$ cat src/rtl/sm_pipe_stage.sv
// rtl/sm_pipe_stage.sv - DEPTH-stage valid/ready pipeline register with bubble collapsing, flush and occupancy count
// Optional feature macro: SM_PIPE_STAGE_STALL_CNT_EN (output back-pressure cycle counter on stall_cnt).
module sm_pipe_stage #(
  parameter int               WIDTH   = 32,
  parameter int               DEPTH   = 2,
  parameter logic [WIDTH-1:0] RST_VAL = '0
) (
  input  logic                       clk,
  input  logic                       rst,
  input  logic                       flush,
  input  logic                       in_valid,
  output logic                       in_ready,
  input  logic [WIDTH-1:0]           in_data,
  output logic                       out_valid,
  input  logic                       out_ready,
  output logic [WIDTH-1:0]           out_data,
  output logic [$clog2(DEPTH+1)-1:0] count,
  output logic [31:0]                stall_cnt
);

  localparam int CW = $clog2(DEPTH+1);

  logic [DEPTH-1:0] v_q, v_d;
  logic [DEPTH-1:0] adv;
  logic [WIDTH-1:0] d_q [DEPTH];
  logic [WIDTH-1:0] d_d [DEPTH];
  logic [CW-1:0]    count_q, count_d;
  logic             in_xfer;
  logic             out_xfer;

  // Advance chain: a stage may load when it is empty or everything downstream of it moves.
  always_comb begin : adv_chain
    logic a;
    adv = '0;
    a = out_ready || !v_q[DEPTH-1];
    adv[DEPTH-1] = a;
    for (int k = DEPTH - 2; k >= 0; k--) begin
      a = a || !v_q[k];
      adv[k] = a;
    end
  end

  assign in_ready  = adv[0] && !flush;
  assign in_xfer   = in_valid && in_ready;
  assign out_xfer  = v_q[DEPTH-1] && out_ready;
  assign out_valid = v_q[DEPTH-1];
  assign out_data  = d_q[DEPTH-1];
  assign count     = count_q;

  // Stage next-state: valids shift on advance, data only follows a valid word so bubbles never overwrite.
  always_comb begin
    v_d = v_q;
    d_d = d_q;
    if (in_xfer) begin
      v_d[0] = 1'b1;
      d_d[0] = in_data;
    end else if (adv[0]) begin
      v_d[0] = 1'b0;
    end
    for (int k = 1; k < DEPTH; k++) begin
      if (adv[k]) begin
        v_d[k] = v_q[k-1];
        if (v_q[k-1]) begin
          d_d[k] = d_q[k-1];
        end
      end
    end
    if (flush) begin
      v_d = '0;
    end
    count_d = flush ? '0 : (count_q + CW'(in_xfer) - CW'(out_xfer));
  end

  // Stage registers; reset wins over flush and every transfer.
  always_ff @(posedge clk) begin
    if (rst) begin
      v_q     <= '0;
      count_q <= '0;
      for (int k = 0; k < DEPTH; k++) begin
        d_q[k] <= RST_VAL;
      end
    end else begin
      v_q     <= v_d;
      d_q     <= d_d;
      count_q <= count_d;
    end
  end

`ifdef SM_PIPE_STAGE_STALL_CNT_EN
  logic [31:0] stall_q, stall_d;

  // Saturating count of cycles where a word is offered but downstream refuses it.
  always_comb begin
    stall_d = stall_q;
    if (out_valid && !out_ready && (stall_q != 32'hFFFF_FFFF)) begin
      stall_d = stall_q + 32'd1;
    end
  end

  // Stall counter register; only reset clears it, flush leaves it alone.
  always_ff @(posedge clk) begin
    if (rst) begin
      stall_q <= '0;
    end else begin
      stall_q <= stall_d;
    end
  end

  assign stall_cnt = stall_q;
`else
  assign stall_cnt = '0;
`endif

endmodule

$ cat config.mk
export PLATFORM = sky130hd
export DESIGN_NAME = sm_pipe_stage
export DESIGN_NICKNAME = d
export VERILOG_FILES = /design/src/rtl/sm_pipe_stage.sv
export SDC_FILE = /design/constraint.sdc
export NUM_CORES = 1
export LEC_CHECK = 0
export BUFFER_PORTS_ARGS = -buffer_cell sky130_fd_sc_hd__buf_2
export CAP_MARGIN = 10
export CORE_MARGIN = 1
export CORE_UTILIZATION = 50
export DETAILED_ROUTE_END_ITERATION = 8
export MAX_ROUTING_LAYER = met4
export PLACE_DENSITY_LB_ADDON = 0.25
export SETUP_SLACK_MARGIN = 0.05
export SLEW_MARGIN = 20
export SYNTH_ARGS = -nofsm -noshare
export SYNTH_HDL_FRONTEND = slang
export SYNTH_SLANG_ARGS = --single-unit
$ cat constraint.sdc
create_clock -name clk -period 3.8 [get_ports clk]
set_input_delay 0 -clock clk [delete_from_list [all_inputs] [get_ports clk]]
set_output_delay 0 -clock clk [all_outputs]
set_load 0.05 [all_outputs]
# == After elaboration in Yosys (flattened, before gate mapping) ==
# Index checks and enable logic that the tools add are counted.
# classes
addsub,2
n_mux,2
n_reduce_logical,11
# op_table
cell,count
logical AND 1 bit,3
zero test 1 bit,3
adder 2 x 1 -> 2 bit,1
logical OR 1 bit,2
2-to-1 mux 1 bit,2
AND reduction 2 bit,1
nonzero test 2 bit,1
OR reduction 2 bit,1
subtractor 2 x 1 -> 2 bit,1
# word_totals
register_bits,68
inputBits,37
word_cells,20

# == Longest topological paths before layout ==
# Gate-level depths: netlist of run 1.
# logic_depth
word_depth,7
mapped_depth,11
depth_no_buf,9

# == Least setup slack after synthesis of run 1 ==
# No wires, ideal clock.
# synth_path
path_type,register to register
startpoint,register v_q[1]
endpoint,"register count_q[1], in the netlist count[1]"
setup_ns,0.078
arrival_ns,2.175
required_ns,3.722
slack_ns,1.547
stages_incl_launch_ff,12
path_cell_list,dfxtp_1 nor2b_4 buf_6 a21oi_4 buf_12 inv_1 ha_1 inv_1 ha_1 xor2_1 xnor2_1 nor3_1
# synth_between
elab_chain_cells,7
elab_cells_between_ends,8
cone_classes,add/sub (2); reduce/logical (6)
# synth_lines
element,line_no,text
start: declaration,23,"logic [DEPTH-1:0] v_q, v_d;"
start signal: assignment,83,v_q <= v_d;
zero test 1 bit,35,a = out_ready || !v_q[DEPTH-1];
logical OR 1 bit,35,
logical OR 1 bit,38,a = a || !v_q[k];
logical AND 1 bit,43,assign in_ready = adv[0] && !flush;
logical AND 1 bit,44,assign in_xfer = in_valid && in_ready;
adder 2 x 1 -> 2 bit,71,count_d = flush ? '0 : (count_q + CW'(in_xfer) - CW'(out_xfer));
subtractor 2 x 1 -> 2 bit *,71,
end signal: assignment,85,count_q <= count_d;
end: declaration,27,"logic [CW-1:0] count_q, count_d;"
# Every way passes the cells marked *; elsewhere a longest branch is shown, timed or not.
# A chain may end at the register's enable or synchronous reset.

# == Final worst setup path of run 1 ==
# Same ends and word-level chain as after synthesis.

==> summary.md, run 1 <==
| Metric | Value |
|---|---|
| Reg clk slew, reported paths | `about 0.080 ns` |
| TritonRoute pass-1 iters | `6` |
| Hold Slack | `0.172 ns` |
| RD Place Congestion | `0.753` |
| Post-Synthesis Cells | `between 300 and 400` |
| Dominant synthesized flop cell | `dfxtp_1` |
| Cells resized by post-CTS repair | `0` |
| Max VDD drop | `0.000276 V` |
| Failing checks | `design-rule violations` |
| Dpl ws | `about 1.6 ns` |
| Die area | `7050 um^2` |
| Num ports | `105` |
| H-tree level count | `3` |
| Worst clock skew | `around 0.011 ns` |
| Antenna viol nets, final | `0` |
| Max-cap violations | `0` |
| Outcome | `complete, but fails checks` |
| Clk Latency, worst-skew pair | `~0.35 ns` |
| Area share of the largest cell type after synthesis | `40.5%` |
| Unrepaired setup endpoints after global routing | `no` |
| Sink Count | `between 60 and 70` |
| Largest net degree at the start of global routing | `72` |
| Syn avg cell area | `~9.0 um^2` |
| Setup bufs post-CTS | `0` |
| Initial core utilization | `between 50% and 60%` |
| Top post-synthesis cells by area | `dfxtp_1 41%, buf_4 14%, nand2b_1 12%, mux2i_1 9.5%, a21oi_1 5.1%` |
| Most frequent cells in the layout | `72 x buf_2, 68 x dfxtp_1, 66 x nand2b_1, 34 x a21oi_1, 34 x dlygate4sd3_1` |
| Die H | `about 84 um` |
| Fmax | `0.462 GHz` |
| Nets@finish | `470` |
| Starting DRT DRC Count | `153` |
| Yosys reg bits | `between 60 and 70` |
| Synthesized cell area | `roughly 3400 um^2` |
| CP startpoint kind | `register` |
| CTS buffer count | `9` |
| Final worst path period share | `between 50 and 60%` |
| Dpl cells | `463` |
| Area growth from synthesis to layout | `15.3%` |
| DP Wirelength | `3750 um` |
| Layout Cells excl Fill | `513` |
| Sequential area share after synthesis | `40.5%` |
| Total Power | `1630 uW` |
| Crit end category | `register` |
| PortBufs | `72` |
| Die width | `84.0 um` |
| Yosys warning count | `0` |
| Commonest non-fill, non-tap cell in the layout | `buf_2` |
| Share of cells above drive strength 1 | `between 20% and 30%` |
| Crit Path Class | `register to register` |
| CTS tree | `yes` |
| Hold Crit Class | `input pin to register` |
| Total Wirelength | `between 6000 and 7000 um` |
| # hold bufs at CTS | `34` |
| Clk root buf | `clkbuf_8` |
| First-pass GRT wire length | `between 10000 and 15000 um` |
| Worst-path fanout max | `35` |
| Ys async rst share | `0%` |
| CTS Buffer Depth | `2` |
| Post-synth cell types | `23` |
| Max-slew headroom | `34.4%` |
| Initial antenna violation count | `0` |
| Vias after detailed routing | `~2.5k` |
| Power density over the cells | `420 nW/um^2` |
| Slew Viols, Final | `0` |
| Number of flops mapped to enable cells by yosys | `0` |
| CP arrival | `2.36 ns` |
| Cell accounting for the most synthesized area | `dfxtp_1` |
| Pleak | `~0.0016 uW` |
| GRT Total Usage | `about a fifth` |
| Actual slew at the worst max-slew pin | `between 0.9 and 1 ns` |
| Ant. Diodes | `0` |
| Vias in the first global route | `2299` |
| Vias per cell | `around 4.9` |
| Setup_tns | `0 ns` |
| Site row count | `29` |
| Core Box Area | `around 6400 um^2` |
| Post-layout minimum cycle time | `roughly 2.2 ns` |
| DR WL/cell | `between 10 and 15 um` |
| Setup-failing EPs final | `0` |
| # DRC | `22` |
| Final hold vios | `0` |
| Required time worst endpoint | `~4 ns` |
| Post-route setup slack | `1.64 ns` |
| Grt ovf | `0` |
critical path: stages (launching register included):
cell and delay, ns:
dfxtp_1 0.38, nor2b_4 0.62, a21oi_4 0.11, inv_1 0.08, ha_1 0.22, inv_1 0.06, ha_1 0.14, xor2_1 0.18
xnor2_1 0.13, nor3_1 0.05
area by class of cell:
class | count | area [um^2]
Clock buffer | 10 | 138
Clock inverter | 6 | 87.6
Fill cell | 576 | 2550
Inverter | 3 | 11.3
Multi-Input combinational cell | 239 | 1450
Sequential cell | 68 | 1360
Tap cell | 77 | 96.3
Timing Repair Buffer | 110 | 731
per-stage QoR:
stage	area (um^2)	util (%)
2_1_floorplan	3480	-
6_report	3870	60.3
5_1_grt	3870	60.3
3_3_place_gp	3310	51.5
3_5_place_dp	3310	51.5
4_1_cts	3870	60.3
sequential cells by signal (all words and copies together), names as in the netlist:
register and count:
count 2, d_q 32, v_q 2, out_data 32
layer usage:
| layer | up-vias | GRT usage [%] | part of all wire [%] |
|---|---|---|---|
| met1 | 1150 | 23.3 | 46 |
| met3 | 11 | 5.84 | 5.5 |
| met5 | - | - | 0 |
| met4 | 0 | 6.11 | 1.6 |
| li1 | 1250 | - | - |
| met2 | 86 | 30.3 | 47 |
kinds of logic (layout without fill, tap and decap cells):
logic type               count (synthesis)  after routing  share of synthesized area, %
AO/OA/AOI/OAI                           68             68                          10.5
XOR/XNOR                                 2              2                         0.522
adder cells (fa/ha/maj)                  2              2                         0.745
buffers and inverters                   96            129                          19.9
flip-flops                              68             68                          40.5
multiplexers                            32             32                          9.53
other                                    1             32                         0.112
AND/OR/NAND/NOR                        103            103                          18.2
power by group:
part	switching, uW	internal (uW)
clock	272	386
sequential	11.7	735
combinational	146	75.6
total	430	1200
cell usage after synthesis, types with 2 or more instances:
cell      number
a21oi_1       34
buf_1          3
buf_12         3
buf_2          8
buf_4         64
clkbuf_1      14
dfxtp_1       68
ha_1           2
inv_1          3
mux2i_1       32
nand2b_1      66
nand3_1       32
nor3_1         2
o21ai_0       32
final timing paths:
| path | to | start | slack [ns] | depth (start not counted) |
|---|---|---|---|---|
| worst max-delay path | count[1] | v_q[1] | 1.64 | 9 |
| worst min-delay path | v_q[0] | out_ready | 0.17 | 4 |
| worst max register to register | count[1] | v_q[1] | 1.64 | 9 |
| worst min register to register | out_data[20] | d_q[52] | 0.47 | 2 |
Power figures use the tool's default switching activity.
==> inputs of run 2 (changes only) <==
ABC_AREA = 1   (was unset)
clock period = 2.15 ns   (was 3.8 ns; I/O delays follow)
==> summary.md, run 2 <==
| Metric | Value |
|---|---|
| Count leader, synth | `inv_1 (was dfxtp_1)` |
| Die H | `86.2 um (was 84.0 um)` |
| Area share of fa/ha/maj cells after synthesis | `0.706% (was 0.745%)` |
| Final worst path period share | `a little over 70%` |
| Setup_tns | `0 ns (unchanged)` |
| Compound-gate portion of the synthesized area | `4.95% (was 10.5%)` |
| Crit-path max cell delay | `0.36 ns (was 0.62 ns)` |
| Sequential area share after synthesis | `38.4% (was 40.5%)` |
| P_sw | `853 uW (was 430 uW)` |
| Initial antenna violation count | `0 (unchanged)` |
| Post-synthesis xor/xnor area fraction | `0.495% (was 0.521%)` |
| Total Wirelength | `6580 um (was 6200 um)` |
| Register area | `1360 um^2 (unchanged)` |
| Cells resized by post-CTS repair | `0 (unchanged)` |
| CTS tree | `yes (unchanged)` |
| Area growth from synthesis to layout | `12.8% (was 15.3%)` |
| Worst-path fanout max | `34 (was 35)` |
| Nets@finish | `604 (was 470)` |
| Crit-path slowest cell | `dfxtp_1 (was nor2b_4)` |
| Largest net degree at the start of global routing | `66 (was 72)` |
| First-pass GRT wire length | `10700 um (was 10400 um)` |
| DP Wirelength | `3980 um (was 3750 um)` |
| Commonest non-fill, non-tap cell in the layout | `inv_1 (was buf_2)` |
| GRT Total Usage | `19.5% (was 19.1%)` |
| CTS buffer count | `9 (unchanged)` |
| Actual slew at the worst max-slew pin | `0.513 ns (was 0.984 ns)` |
| Outcome | `finished, final reports clean (was complete, but fails checks)` |
| Clk root buf | `clkbuf_8 (unchanged)` |
| Grt ovf | `0 (unchanged)` |
| Vias after detailed routing | `2827 (was 2497)` |
| Seq pwr share | `47.2% (was 45.9%)` |
| Crit Path Class | `register to output port (was register to register)` |
| Site row count | `30 (was 29)` |
| RD Place Congestion | `0.719 (was 0.753)` |
| Fmax | `approximately 0.64 GHz` |
| Logic pwr share | `18.5% (was 13.6%)` |
| Final hold vios | `0 (unchanged)` |
| # hold bufs at CTS | `31 (was 34)` |
| Ys async rst share | `0% (unchanged)` |
| Total Power | `2860 uW (was 1630 uW)` |
| Vias per cell | `4.24 (was 4.87)` |
| Setup bufs post-CTS | `0 (unchanged)` |
| Final Util | `58.5% (was 60.3%)` |
| Clock group share of total power | `34.3% (was 40.5%)` |
| Area of the multi-input gates | `1210 um^2 (was 1450 um^2)` |
| Num ports | `105 (unchanged)` |
| Hold Slack | `0.00646 ns (was 0.172 ns)` |
| Post-Synthesis Cells | `505 (was 372)` |
| Power density over the cells | `717 nW/um^2 (was 420 nW/um^2)` |
| Initial core utilization | `51.8% (was 52.3%)` |
| Post-layout minimum cycle time | `around 1.6 ns` |
| Sw Ratio | `29.8% (was 26.4%)` |
| Max VDD drop | `0.000287 V (was 0.000276 V)` |
| Multiplexer share of the synthesized area | `0% (was 9.53%)` |
| H-tree level count | `3 (unchanged)` |
| Max-slew headroom | `65.7% (was 34.4%)` |
| Design area | `3990 um^2 (was 3870 um^2)` |
| Yosys reg bits | `68 (unchanged)` |
| Die width | `86.2 um (was 84.0 um)` |
| CTS Buffer Depth | `2 (unchanged)` |
| Worst clock skew | `0.00924 ns (was 0.0106 ns)` |
| Reg clk slew, reported paths | `0.06 ns (was 0.08 ns)` |
| Starting DRT DRC Count | `55 (was 153)` |
| Area share of the largest cell type after synthesis | `38.4% (was 40.5%)` |
| Syn avg cell area | `7.01 um^2 (was 9.03 um^2)` |
| Int Power | `2010 uW (was 1200 uW)` |
| Hold Crit Class | `input pin to register (unchanged)` |
| Setup-failing EPs final | `0 (unchanged)` |
| Sink Count | `68 (unchanged)` |
| Placed Area | `3500 um^2 (was 3310 um^2)` |
| CP arrival | `1.56 ns (was 2.36 ns)` |
| Top post-synthesis cells by area | `dfxtp_1 38%, buf_4 15%, inv_1 11%, nor2_1 10%, nand2_1 7.3% (was dfxtp_1 41%, buf_4 14%, nand2b_1 12%, mux2i_1 9.5%, a21oi_1 5.1%)` |
| Synthesized cell area | `3540 um^2 (was 3360 um^2)` |
| DR WL/cell | `9.88 um (was 12.1 um)` |
| Dominant synthesized flop cell | `dfxtp_1 (unchanged)` |
| Ant. Diodes | `0 (unchanged)` |
| Antenna viol nets, final | `0 (unchanged)` |
| Share of cells above drive strength 1 | `17.2% (was 21.6%)` |
| Vias in the first global route | `2388 (was 2299)` |
| Required time worst endpoint | `2.15 ns (was 3.99 ns)` |
| Number of flops mapped to enable cells by yosys | `0 (unchanged)` |
| Simple-gate share of the synthesized area | `24.7% (was 18.2%)` |
| Crit end category | `output port (was register)` |
| Slew Viols, Final | `0 (unchanged)` |
| Cell accounting for the most synthesized area | `dfxtp_1 (unchanged)` |
| PortBufs | `72 (unchanged)` |
| Main combinational cell family by area after synthesis | `buffers and inverters (unchanged)` |
| # DRC | `0 (was 22)` |
| Fill cells | `693 (was 576)` |
| TritonRoute pass-1 iters | `4 (was 6)` |
| Max-cap violations | `0 (unchanged)` |
| Most frequent cells after synthesis | `102 x inv_1, 97 x nor2_1, 72 x buf_4 (was 68 x dfxtp_1, 66 x nand2b_1, 64 x buf_4)` |
| Core Box Area | `6830 um^2 (was 6420 um^2)` |
| Clk Latency, worst-skew pair | `0.35 ns (about the same)` |
| Worst path cell trace | `nand3_4 -> buf_4 -> nand2_1 -> inv_1 -> buf_2 (was nor2b_4 -> a21oi_4 -> inv_1 -> ha_1 -> inv_1 -> ha_1 -> xor2_1 -> xnor2_1 -> nor3_1)` |
| Yosys warning count | `0 (unchanged)` |
| Most frequent cells in the layout | `101 x inv_1, 97 x nor2_1, 72 x buf_2, 69 x nand2_1, 68 x dfxtp_1 (was 72 x buf_2, 68 x dfxtp_1, 66 x nand2b_1, 34 x a21oi_1, 34 x dlygate4sd3_1)` |
| Pleak | `0.00219 uW (was 0.00163 uW)` |
| Post-synth cell types | `22 (was 23)` |
| Unrepaired setup endpoints after global routing | `no (unchanged)` |
| CP startpoint kind | `register (unchanged)` |
| Die area | `7430 um^2 (was 7050 um^2)` |
[run 2: changes by cell type after synthesis, sizes merged, moves of 2 or more]
| cell | previous run | this run |
|---|---|---|
| mux2i | 32 | 0 |
| a21oi | 35 | 3 |
| inv | 3 | 104 |
| nor2 | 0 | 97 |
| buf | 79 | 81 |
| clkbuf | 14 | 9 |
| nand4 | 0 | 32 |
| nand2b | 66 | 0 |
| nor3 | 2 | 0 |
| nand3 | 32 | 2 |
| nand2 | 0 | 71 |
[run 2: cell families (layout without fill, tap and decap cells)]
family	Yosys count	in the layout
AND/OR/NAND/NOR	202	202
AO/OA/AOI/OAI	35	35
buffers and inverters	195	229
XOR/XNOR	2	2
adder cells (fa/ha/maj)	2	2
flip-flops	68	68
other	1	32
[run 2: critical path: cells and delay by family, from the launching register on]
kind | cells | cell delay (ns)
buffers and inverters | 3 | 0.66
flip-flops | 1 | 0.36
AND/OR/NAND/NOR | 2 | 0.21
[run 2: cell type report]
cell class / instances / area share (%)
multi-input combinational: 273 / 30.4
timing repair buffer: 108 / 18.0
clock buffer: 11 / 3.29
clock inverter: 5 / 1.32
inverter: 105 / 9.87
tap: 96 / 3.01
sequential: 68 / 34.1
[run 2: final timing paths]
path	from	to	slack [ns]	cells after the start
worst max-delay path	v_q[1]	in_ready	0.59	5
worst min-delay path	in_data[10]	d_q[42]	0.006	5
worst max register to register	v_q[1]	out_data[12]	0.71	5
worst min register to register	out_data[16]	out_data[16]	0.48	2
[run 2: power groups by stage]
| stage | clock network [uW] | registers (uW) | logic [uW] |
|---|---|---|---|
| 2_1_floorplan | 0 | 1380 | 482 |
| 3_3_place_gp | 0 | 1380 | 481 |
| 3_5_place_dp | 0 | 1380 | 487 |
| 4_1_cts | 1010 | 1350 | 531 |
| 5_1_grt | 1080 | 1360 | 586 |
| 6_report | 982 | 1350 | 530 |
[run 2: per-layer routing]
| metal | vias up | global-route usage (%) | routed length (um) |
|---|---|---|---|
| met2 | 73 | 32.6 | 3130 |
| met4 | 0 | 7.73 | 125 |
| met1 | 1220 | 22.2 | 3020 |
| li1 | 1522 | - | - |
| met5 | - | - | 0 |
| met3 | 12 | 5.24 | 305 |
[run 2: metrics by stage]
stage               worst slack, ns  std cells
detailed placement            0.664        619
floorplan                     0.314        536
CTS                           0.548        666
global route                  0.449        666
finish                        0.586        666
global placement              0.723        619
